==> src/rtl/rng_wb_pkg.sv <==
// Shared definitions for the PCG responder Wishbone initiator.
// Optional build macro: RNG_INIT_MULT_LOAD_EN (adds multiplier/increment writes).
package rng_wb_pkg;

   localparam int unsigned WB_AW  = 32;
   localparam int unsigned WB_DW  = 32;
   localparam int unsigned SEED_W = 64;

   // Responder word map
   localparam logic [WB_AW-1:0] ADR_OUT     = 32'd0;
   localparam logic [WB_AW-1:0] ADR_SEED_HI = 32'd1;
   localparam logic [WB_AW-1:0] ADR_SEED_LO = 32'd2;
   localparam logic [WB_AW-1:0] ADR_MULT_HI = 32'd3;
   localparam logic [WB_AW-1:0] ADR_MULT_LO = 32'd4;
   localparam logic [WB_AW-1:0] ADR_INC_HI  = 32'd5;
   localparam logic [WB_AW-1:0] ADR_INC_LO  = 32'd6;

   // Responder power-on constants
   localparam logic [SEED_W-1:0] SEED_DEF = 64'h123456789abcdef0;
   localparam logic [SEED_W-1:0] MULT_DEF = 64'h5851f42d4c957f2d;
   localparam logic [SEED_W-1:0] INC_DEF  = 64'h14057b7ef767814f;

   typedef enum logic [3:0] {
      ST_IDLE       = 4'd0,
      ST_WR_SEED_HI = 4'd1,
      ST_WR_SEED_LO = 4'd2,
`ifdef RNG_INIT_MULT_LOAD_EN
      ST_WR_M_HI    = 4'd3,
      ST_WR_M_LO    = 4'd4,
      ST_WR_I_HI    = 4'd5,
      ST_WR_I_LO    = 4'd6,
`endif
      ST_RD         = 4'd7,
      ST_DONE       = 4'd8
   } rng_state_e;

endpackage

==> src/rtl/rng_sync_fifo.sv <==
// Small synchronous FIFO with registered full/empty flags and async flush on reset.
module rng_sync_fifo #(
   parameter int unsigned DEPTH = 4,
   parameter int unsigned W     = 32
) (
   input  logic         clk,
   input  logic         rst_n,
   input  logic         push,
   input  logic [W-1:0] wdata,
   input  logic         pop,
   output logic [W-1:0] rdata,
   output logic         full,
   output logic         empty
);

   localparam int unsigned AW = (DEPTH > 1) ? $clog2(DEPTH) : 1;
   localparam int unsigned CW = AW + 1;

   logic [W-1:0]  mem [DEPTH];
   logic [AW-1:0] wr_ptr;
   logic [AW-1:0] rd_ptr;
   logic [CW-1:0] cnt;
   logic [CW-1:0] cnt_n;
   logic          do_push;
   logic          do_pop;

   assign do_pop  = pop & ~empty;
   assign do_push = push & (~full | do_pop);
   assign rdata   = mem[rd_ptr];

   // Occupancy after this cycle's push/pop
   always_comb begin
      cnt_n = cnt;
      case ({do_push, do_pop})
         2'b10:   cnt_n = cnt + CW'(1);
         2'b01:   cnt_n = cnt - CW'(1);
         default: cnt_n = cnt;
      endcase
   end

   // Pointers, count and flags
   always_ff @(posedge clk or negedge rst_n) begin
      if (!rst_n) begin
         wr_ptr <= '0;
         rd_ptr <= '0;
         cnt    <= '0;
         full   <= 1'b0;
         empty  <= 1'b1;
      end else begin
         if (do_push) wr_ptr <= wr_ptr + AW'(1);
         if (do_pop)  rd_ptr <= rd_ptr + AW'(1);
         cnt   <= cnt_n;
         full  <= (cnt_n == CW'(DEPTH));
         empty <= (cnt_n == '0);
      end
   end

   // Storage array, no reset needed
   always_ff @(posedge clk) begin
      if (do_push) mem[wr_ptr] <= wdata;
   end

endmodule

==> src/rtl/rng_wb_initiator.sv <==
// Wishbone classic initiator for the PCG responder: optional seed (and, with
// RNG_INIT_MULT_LOAD_EN, multiplier/increment) writes followed by counted reads
// of the output word, buffered into a valid/ready stream.
module rng_wb_initiator
   import rng_wb_pkg::*;
#(
   parameter int unsigned DEPTH   = 4,
   parameter int unsigned TIMEOUT = 15,
   parameter int unsigned CNT_W   = 16
) (
   input  logic             clk,
   input  logic             rst_n,
   input  logic             cfg_valid,
   output logic             cfg_ready,
   input  logic             cfg_seed_load,
   input  logic [63:0]      cfg_seed,
   input  logic [CNT_W-1:0] cfg_count,
`ifdef RNG_INIT_MULT_LOAD_EN
   input  logic             cfg_mult_load,
   input  logic [63:0]      cfg_mult,
   input  logic [63:0]      cfg_inc,
`endif
   output logic             out_valid,
   input  logic             out_ready,
   output logic [31:0]      out_data,
   output logic             wb_cyc_o,
   output logic             wb_stb_o,
   output logic             wb_we_o,
   output logic [3:0]       wb_sel_o,
   output logic [31:0]      wb_adr_o,
   output logic [31:0]      wb_dat_o,
   input  logic [31:0]      wb_dat_i,
   input  logic             wb_ack_i,
   output logic             busy,
   output logic             err
);

   localparam int unsigned TMO_W = $clog2(TIMEOUT + 1);

   rng_state_e       state_q, state_n, wr_after;
   logic             cyc_q, cyc_n;
   logic             we_q;
   logic [3:0]       sel_q;
   logic [31:0]      adr_q, dat_q;
   logic [TMO_W-1:0] tmo_q, tmo_n;
   logic [CNT_W-1:0] rem_q, rem_n;
   logic [63:0]      seed_q, seed_v;
   logic             err_q, err_n;
   logic             busy_q, cfg_ready_q;
   logic             launch, push, pop, is_wr, rd_free;
   logic             fifo_full, fifo_empty;
   logic             req_we;
   logic [31:0]      req_adr, req_dat;
`ifdef RNG_INIT_MULT_LOAD_EN
   logic             mload_q;
   logic [63:0]      mult_q, inc_q, mult_v, inc_v;
`endif

   assign wb_cyc_o  = cyc_q;
   assign wb_stb_o  = cyc_q;
   assign wb_we_o   = we_q;
   assign wb_sel_o  = sel_q;
   assign wb_adr_o  = adr_q;
   assign wb_dat_o  = dat_q;
   assign busy      = busy_q;
   assign err       = err_q;
   assign cfg_ready = cfg_ready_q;
   assign out_valid = ~fifo_empty;

   // A pop this cycle frees a slot in time for a read launched at this edge
   assign pop     = out_valid & out_ready;
   assign rd_free = ~fifo_full | pop;

   // Command fields come straight from the inputs on the accept cycle
   assign seed_v = (state_q == ST_IDLE) ? cfg_seed : seed_q;
`ifdef RNG_INIT_MULT_LOAD_EN
   assign mult_v = (state_q == ST_IDLE) ? cfg_mult : mult_q;
   assign inc_v  = (state_q == ST_IDLE) ? cfg_inc  : inc_q;
`endif

   // Next state, bus launch/retire, watchdog and count
   always_comb begin
      state_n  = state_q;
      cyc_n    = cyc_q;
      tmo_n    = tmo_q;
      rem_n    = rem_q;
      err_n    = err_q;
      launch   = 1'b0;
      push     = 1'b0;
      is_wr    = 1'b0;
      wr_after = ST_RD;

      case (state_q)
         ST_WR_SEED_HI: begin is_wr = 1'b1; wr_after = ST_WR_SEED_LO; end
`ifdef RNG_INIT_MULT_LOAD_EN
         ST_WR_SEED_LO: begin is_wr = 1'b1; wr_after = mload_q ? ST_WR_M_HI : ST_RD; end
         ST_WR_M_HI:    begin is_wr = 1'b1; wr_after = ST_WR_M_LO; end
         ST_WR_M_LO:    begin is_wr = 1'b1; wr_after = ST_WR_I_HI; end
         ST_WR_I_HI:    begin is_wr = 1'b1; wr_after = ST_WR_I_LO; end
         ST_WR_I_LO:    begin is_wr = 1'b1; wr_after = ST_RD; end
`else
         ST_WR_SEED_LO: begin is_wr = 1'b1; wr_after = ST_RD; end
`endif
         default: ;
      endcase

      case (state_q)
         ST_IDLE: begin
            if (cfg_valid) begin
               err_n = 1'b0;
               rem_n = cfg_count;
               if (cfg_seed_load) begin
                  state_n = ST_WR_SEED_HI;
                  launch  = 1'b1;
               end
`ifdef RNG_INIT_MULT_LOAD_EN
               else if (cfg_mult_load) begin
                  state_n = ST_WR_M_HI;
                  launch  = 1'b1;
               end
`endif
               else begin
                  state_n = ST_RD;
                  launch  = (cfg_count != '0) && rd_free;
               end
            end
         end
         ST_RD: begin
            if (!cyc_q) begin
               if (rem_q == '0)  state_n = ST_DONE;
               else if (rd_free) launch  = 1'b1;
            end else if (wb_ack_i) begin
               cyc_n = 1'b0;
               push  = 1'b1;
               if (rem_q != '0) rem_n = rem_q - CNT_W'(1);
            end
         end
         ST_DONE: state_n = ST_IDLE;
         default: begin
            if (is_wr) begin
               if (!cyc_q) begin
                  launch = 1'b1;
               end else if (wb_ack_i) begin
                  cyc_n   = 1'b0;
                  state_n = wr_after;
               end
            end else begin
               state_n = ST_IDLE;
            end
         end
      endcase

      // Abort an unanswered cycle and drop everything still queued
      if (cyc_q && !wb_ack_i) begin
         if (tmo_q == TMO_W'(TIMEOUT - 1)) begin
            cyc_n   = 1'b0;
            err_n   = 1'b1;
            rem_n   = '0;
            state_n = ST_IDLE;
         end else begin
            tmo_n = tmo_q + TMO_W'(1);
         end
      end

      if (launch) begin
         cyc_n = 1'b1;
         tmo_n = '0;
      end
   end

   // Address/data of the bus cycle for the state being entered
   always_comb begin
      req_we  = 1'b1;
      req_adr = ADR_OUT;
      req_dat = '0;
      case (state_n)
         ST_WR_SEED_HI: begin req_adr = ADR_SEED_HI; req_dat = seed_v[63:32]; end
         ST_WR_SEED_LO: begin req_adr = ADR_SEED_LO; req_dat = seed_v[31:0];  end
`ifdef RNG_INIT_MULT_LOAD_EN
         ST_WR_M_HI:    begin req_adr = ADR_MULT_HI; req_dat = mult_v[63:32]; end
         ST_WR_M_LO:    begin req_adr = ADR_MULT_LO; req_dat = mult_v[31:0];  end
         ST_WR_I_HI:    begin req_adr = ADR_INC_HI;  req_dat = inc_v[63:32];  end
         ST_WR_I_LO:    begin req_adr = ADR_INC_LO;  req_dat = inc_v[31:0];   end
`endif
         default:       req_we = 1'b0;
      endcase
   end

   // State, registered bus outputs and latched command
   always_ff @(posedge clk or negedge rst_n) begin
      if (!rst_n) begin
         state_q     <= ST_IDLE;
         cyc_q       <= 1'b0;
         we_q        <= 1'b0;
         sel_q       <= '0;
         adr_q       <= '0;
         dat_q       <= '0;
         tmo_q       <= '0;
         rem_q       <= '0;
         seed_q      <= '0;
         err_q       <= 1'b0;
         busy_q      <= 1'b0;
         cfg_ready_q <= 1'b1;
`ifdef RNG_INIT_MULT_LOAD_EN
         mload_q     <= 1'b0;
         mult_q      <= '0;
         inc_q       <= '0;
`endif
      end else begin
         state_q     <= state_n;
         cyc_q       <= cyc_n;
         tmo_q       <= tmo_n;
         rem_q       <= rem_n;
         err_q       <= err_n;
         busy_q      <= (state_n != ST_IDLE);
         cfg_ready_q <= (state_n == ST_IDLE);
         sel_q       <= cyc_n ? 4'hF : 4'h0;
         if (state_q == ST_IDLE && cfg_valid) begin
            seed_q  <= cfg_seed;
`ifdef RNG_INIT_MULT_LOAD_EN
            mload_q <= cfg_mult_load;
            mult_q  <= cfg_mult;
            inc_q   <= cfg_inc;
`endif
         end
         if (launch) begin
            we_q  <= req_we;
            adr_q <= req_adr;
            dat_q <= req_dat;
         end else if (!cyc_n) begin
            we_q  <= 1'b0;
            adr_q <= '0;
            dat_q <= '0;
         end
      end
   end

   rng_sync_fifo #(
      .DEPTH (DEPTH),
      .W     (32)
   ) u_fifo (
      .clk   (clk),
      .rst_n (rst_n),
      .push  (push),
      .wdata (wb_dat_i),
      .pop   (pop),
      .rdata (out_data),
      .full  (fifo_full),
      .empty (fifo_empty)
   );

endmodule

==> config.mk <==
export PLATFORM = sky130hd
export DESIGN_NAME = rng_wb_initiator
export DESIGN_NICKNAME = d
export VERILOG_FILES = /design/src/rtl/rng_wb_pkg.sv /design/src/rtl/rng_sync_fifo.sv /design/src/rtl/rng_wb_initiator.sv
export SDC_FILE = /design/constraint.sdc
export NUM_CORES = 1
export LEC_CHECK = 0
export CAP_MARGIN = 20
export CORE_MARGIN = 2
export CORE_UTILIZATION = 35
export CTS_CLUSTER_SIZE = 30
export DETAILED_ROUTE_END_ITERATION = 10
export GPL_TIMING_DRIVEN = 1
export PLACE_DENSITY = 0.66
export SLEW_MARGIN = 10
export SYNTH_ARGS = -nofsm -noshare
export SYNTH_HDL_FRONTEND = slang
export SYNTH_SLANG_ARGS = --single-unit
==> constraint.sdc <==
create_clock -name clk -period 3.9 [get_ports clk]
set_input_delay 0.585 -clock clk [delete_from_list [all_inputs] [get_ports clk]]
set_output_delay 0.585 -clock clk [all_outputs]
set_load 0.02 [all_outputs]
==> run metrics <==
synth warn=0; Rows=67; Post-Syn Instances=between 1000 and 1500; maximum VDD drop=roughly 0.46 mV; Buffers on Ports=slightly below 200; Routed Antenna Nets=0; Post-CTS Resized=0; Die Wd=around 190 um; Hold Path Class=in2async; Worst Reg2Reg Path Length in Cells=6; RSZ-0062 raised after global routing=false; Tot Pwr=11.0 mW; Worst-path clk slew=around 0.060 ns; CP Data Required Time=between 3 and 4 ns; Residual DRC=0; Critical R2R Capture=rem_q[15]$_DFF_PN0_; fmax=304 MHz; most frequent cells in the layout=nand2_1, clkdlybuf4s50_1, dfrtp_1, edfxtp_1, a21oi_1; Top Family by Delay on Critical Path=buffers and inverters; reg2reg start=rem_q[3]$_DFF_PN0_; core area=0.0333 mm^2; Post-DP HPWL=between 15 and 20 mm; final instance area=0.0150 mm^2; vias in the first global route=between 8000 and 9000; synthesized cell area=about 0.012 mm^2; initial antenna violation count=5; worst-margin pin slew=just over 1 ns; Cell Pwr Density=between 700 and 800 mW/mm^2; I/O Pins=around 230; critical path's slowest cell=dfrtp_2; Mapped Avg Cell Area=around 12 um^2; global-route wire length before repair=approximately 45 mm; starting density of the core=35.3%; routed vias=around 8300; Yosys reg bits=between 200 and 300; Final Cycle Share=about 84%; Setup Skew=0.0158 ns; GRT Total Usage=16.0%; setup TNS=0 ns; crit path kind=reg2out; commonest non-fill, non-tap cell in the layout=nand2_1; Placer Congestion=0.830; CTS tree=yes; die height=187 um; die area=about 0.035 mm^2; crit path cell chain=buf_12 > mux4_2 > clkdlybuf4s50_1; # Post-CTS Setup Buffers=0; largest net degree at the start of global routing=80; CP arrival=around 2.7 ns; routed length per instance=roughly 17 um; root buf cell=clkbuf_16; total grt overflow=0; routed vias/inst=approximately 5; H-tree Lvls=1; Clock Latency Late Sink=about 0.55 ns; WP buf/inv=2; Rel. slew slack=roughly 31%; # hold bufs at CTS=0; main flop type after synthesis=dfrtp_1; Final setup violation count=0; Synth-to-Final Area Change=27.8%; critical path startpoint category=register; clock tree buffer depth=3; Pins Over Slew Limit=0; worst hold slack=0.0466 ns; static leakage=just under 6 nW; layout cells sized above 1=9.02%; FFs w/ async S/R, synth=51.5%; register area share after synthesis=61.6%; Worst Slack Setup Final=between 0.6 and 0.7 ns; TritonRoute pass-1 iters=5; Max Cap Violations=0; Cell Area, Placed=0.0141 mm^2; Yosys cell types=57; Post-synth EDFFs=128; r2r setup slk=0.99 ns; Crit Path Max Fanout=18; Layout fillers=~3100; worst slack, placed=0.753 ns; CTS Buf Count=30; Final Hold Viols=0; status=finished clean; Tmin final=3.29 ns; clock sink count=264; Routed WL=about 29 mm; nets=1324; crit end category=output pin; CP peak stage delay=0.78 ns; Iteration-0 DRC Markers=614
-- stage by stage --
step	std cells	utilization, %
final	1669	45.2
after CTS	1667	45.1
after global routing	1667	45.1
after detailed placement	1613	42.3
after floorplan	1050	-
after global placement	1613	42.3
-- sequential cells by signal, summed over array words and instances (netlist names) --
signal	flops
wb_adr_o	2
cfg_ready	1
tmo_q	4
wb_sel_o	1
rem_q	16
u_fifo.full	1
u_fifo.cnt	3
wb_we_o	1
seed_q	64
u_fifo.mem	128
u_fifo.empty	1
busy	1
wb_dat_o	32
u_fifo.wr_ptr	2
u_fifo.rd_ptr	2
err	1
state_q	4
-- cell families after synthesis --
logic type	share of synthesized area, %
xor gates and xnor gates	0.819
AOI/OAI and AO/OA	7.83
muxes	9.02
adders and majority gates	1.02
buffers and inverters	4.78
DFF	61.6
and+or+nand+nor	14.9
other	0.0319
-- power by group --
part           total [mW]  switching, mW  leakage [nW]  internal [mW]
combinational        4.35           2.50          2.56           1.84
clock                2.69           1.09         0.459           1.60
sequential           3.95          0.442          2.88           3.50
-- synth_stat cells (all sizes together) (5+ instances only) --
library cell / instances / area (um^2)
a211oi: 6 / 45.0
a21oi: 50 / 250
a31oi: 5 / 31.3
and2: 7 / 43.8
buf: 48 / 317
clkbuf: 50 / 189
dfrtp: 134 / 3350
edfxtp: 128 / 3840
ha: 8 / 100
inv: 15 / 56.3
mux2i: 34 / 340
mux4: 32 / 721
nand2: 338 / 1270
nor2: 30 / 113
nor3: 6 / 30.0
nor4: 6 / 37.5
o21ai: 11 / 55.1
o221ai: 32 / 280
or3: 6 / 38.8
or4: 5 / 38.8
xnor2: 7 / 61.3
-- layer usage --
metal / vias up / share of wire, % / track usage (%)
li1: 3896 / - / -
met1: 4101 / 44 / 22.4
met2: 282 / 45 / 24.9
met3: 49 / 8.8 / 4.32
met4: 6 / 2.0 / 3.72
met5: - / 0.16 / 0
-- layout make-up --
type / count / area [um^2] / area share [%]
sequential: 264 / 7250 / 48.2
multi-input combinational: 673 / 4090 / 27.2
timing repair buffer: 213 / 2120 / 14.1
clock buffer: 42 / 826 / 5.49
tap: 448 / 561 / 3.73
clock inverter: 12 / 119 / 0.791
inverter: 15 / 56.3 / 0.375
antenna: 2 / 5.00 / 0.0333
-- how the worst max path moves through the flow --
stage,startpoint,to,slack (ns),cells past startpoint
after floorplan,rem_q[3]$_DFF_PN0_,rem_q[15]$_DFF_PN0_,1.12,8
after global placement,out_ready,u_fifo.full$_DFF_PN0_,0.83,12
after detailed placement,out_ready,u_fifo.full$_DFF_PN0_,0.75,12
after CTS,u_fifo.rd_ptr[0]$_DFFE_PN0P_,out_data[11],0.52,3
after global routing,u_fifo.rd_ptr[0]$_DFFE_PN0P_,out_data[0],0.44,3
final,u_fifo.rd_ptr[0]$_DFFE_PN0P_,out_data[11],0.61,3
No activity file was read; power rests on OpenSTA's default activity.
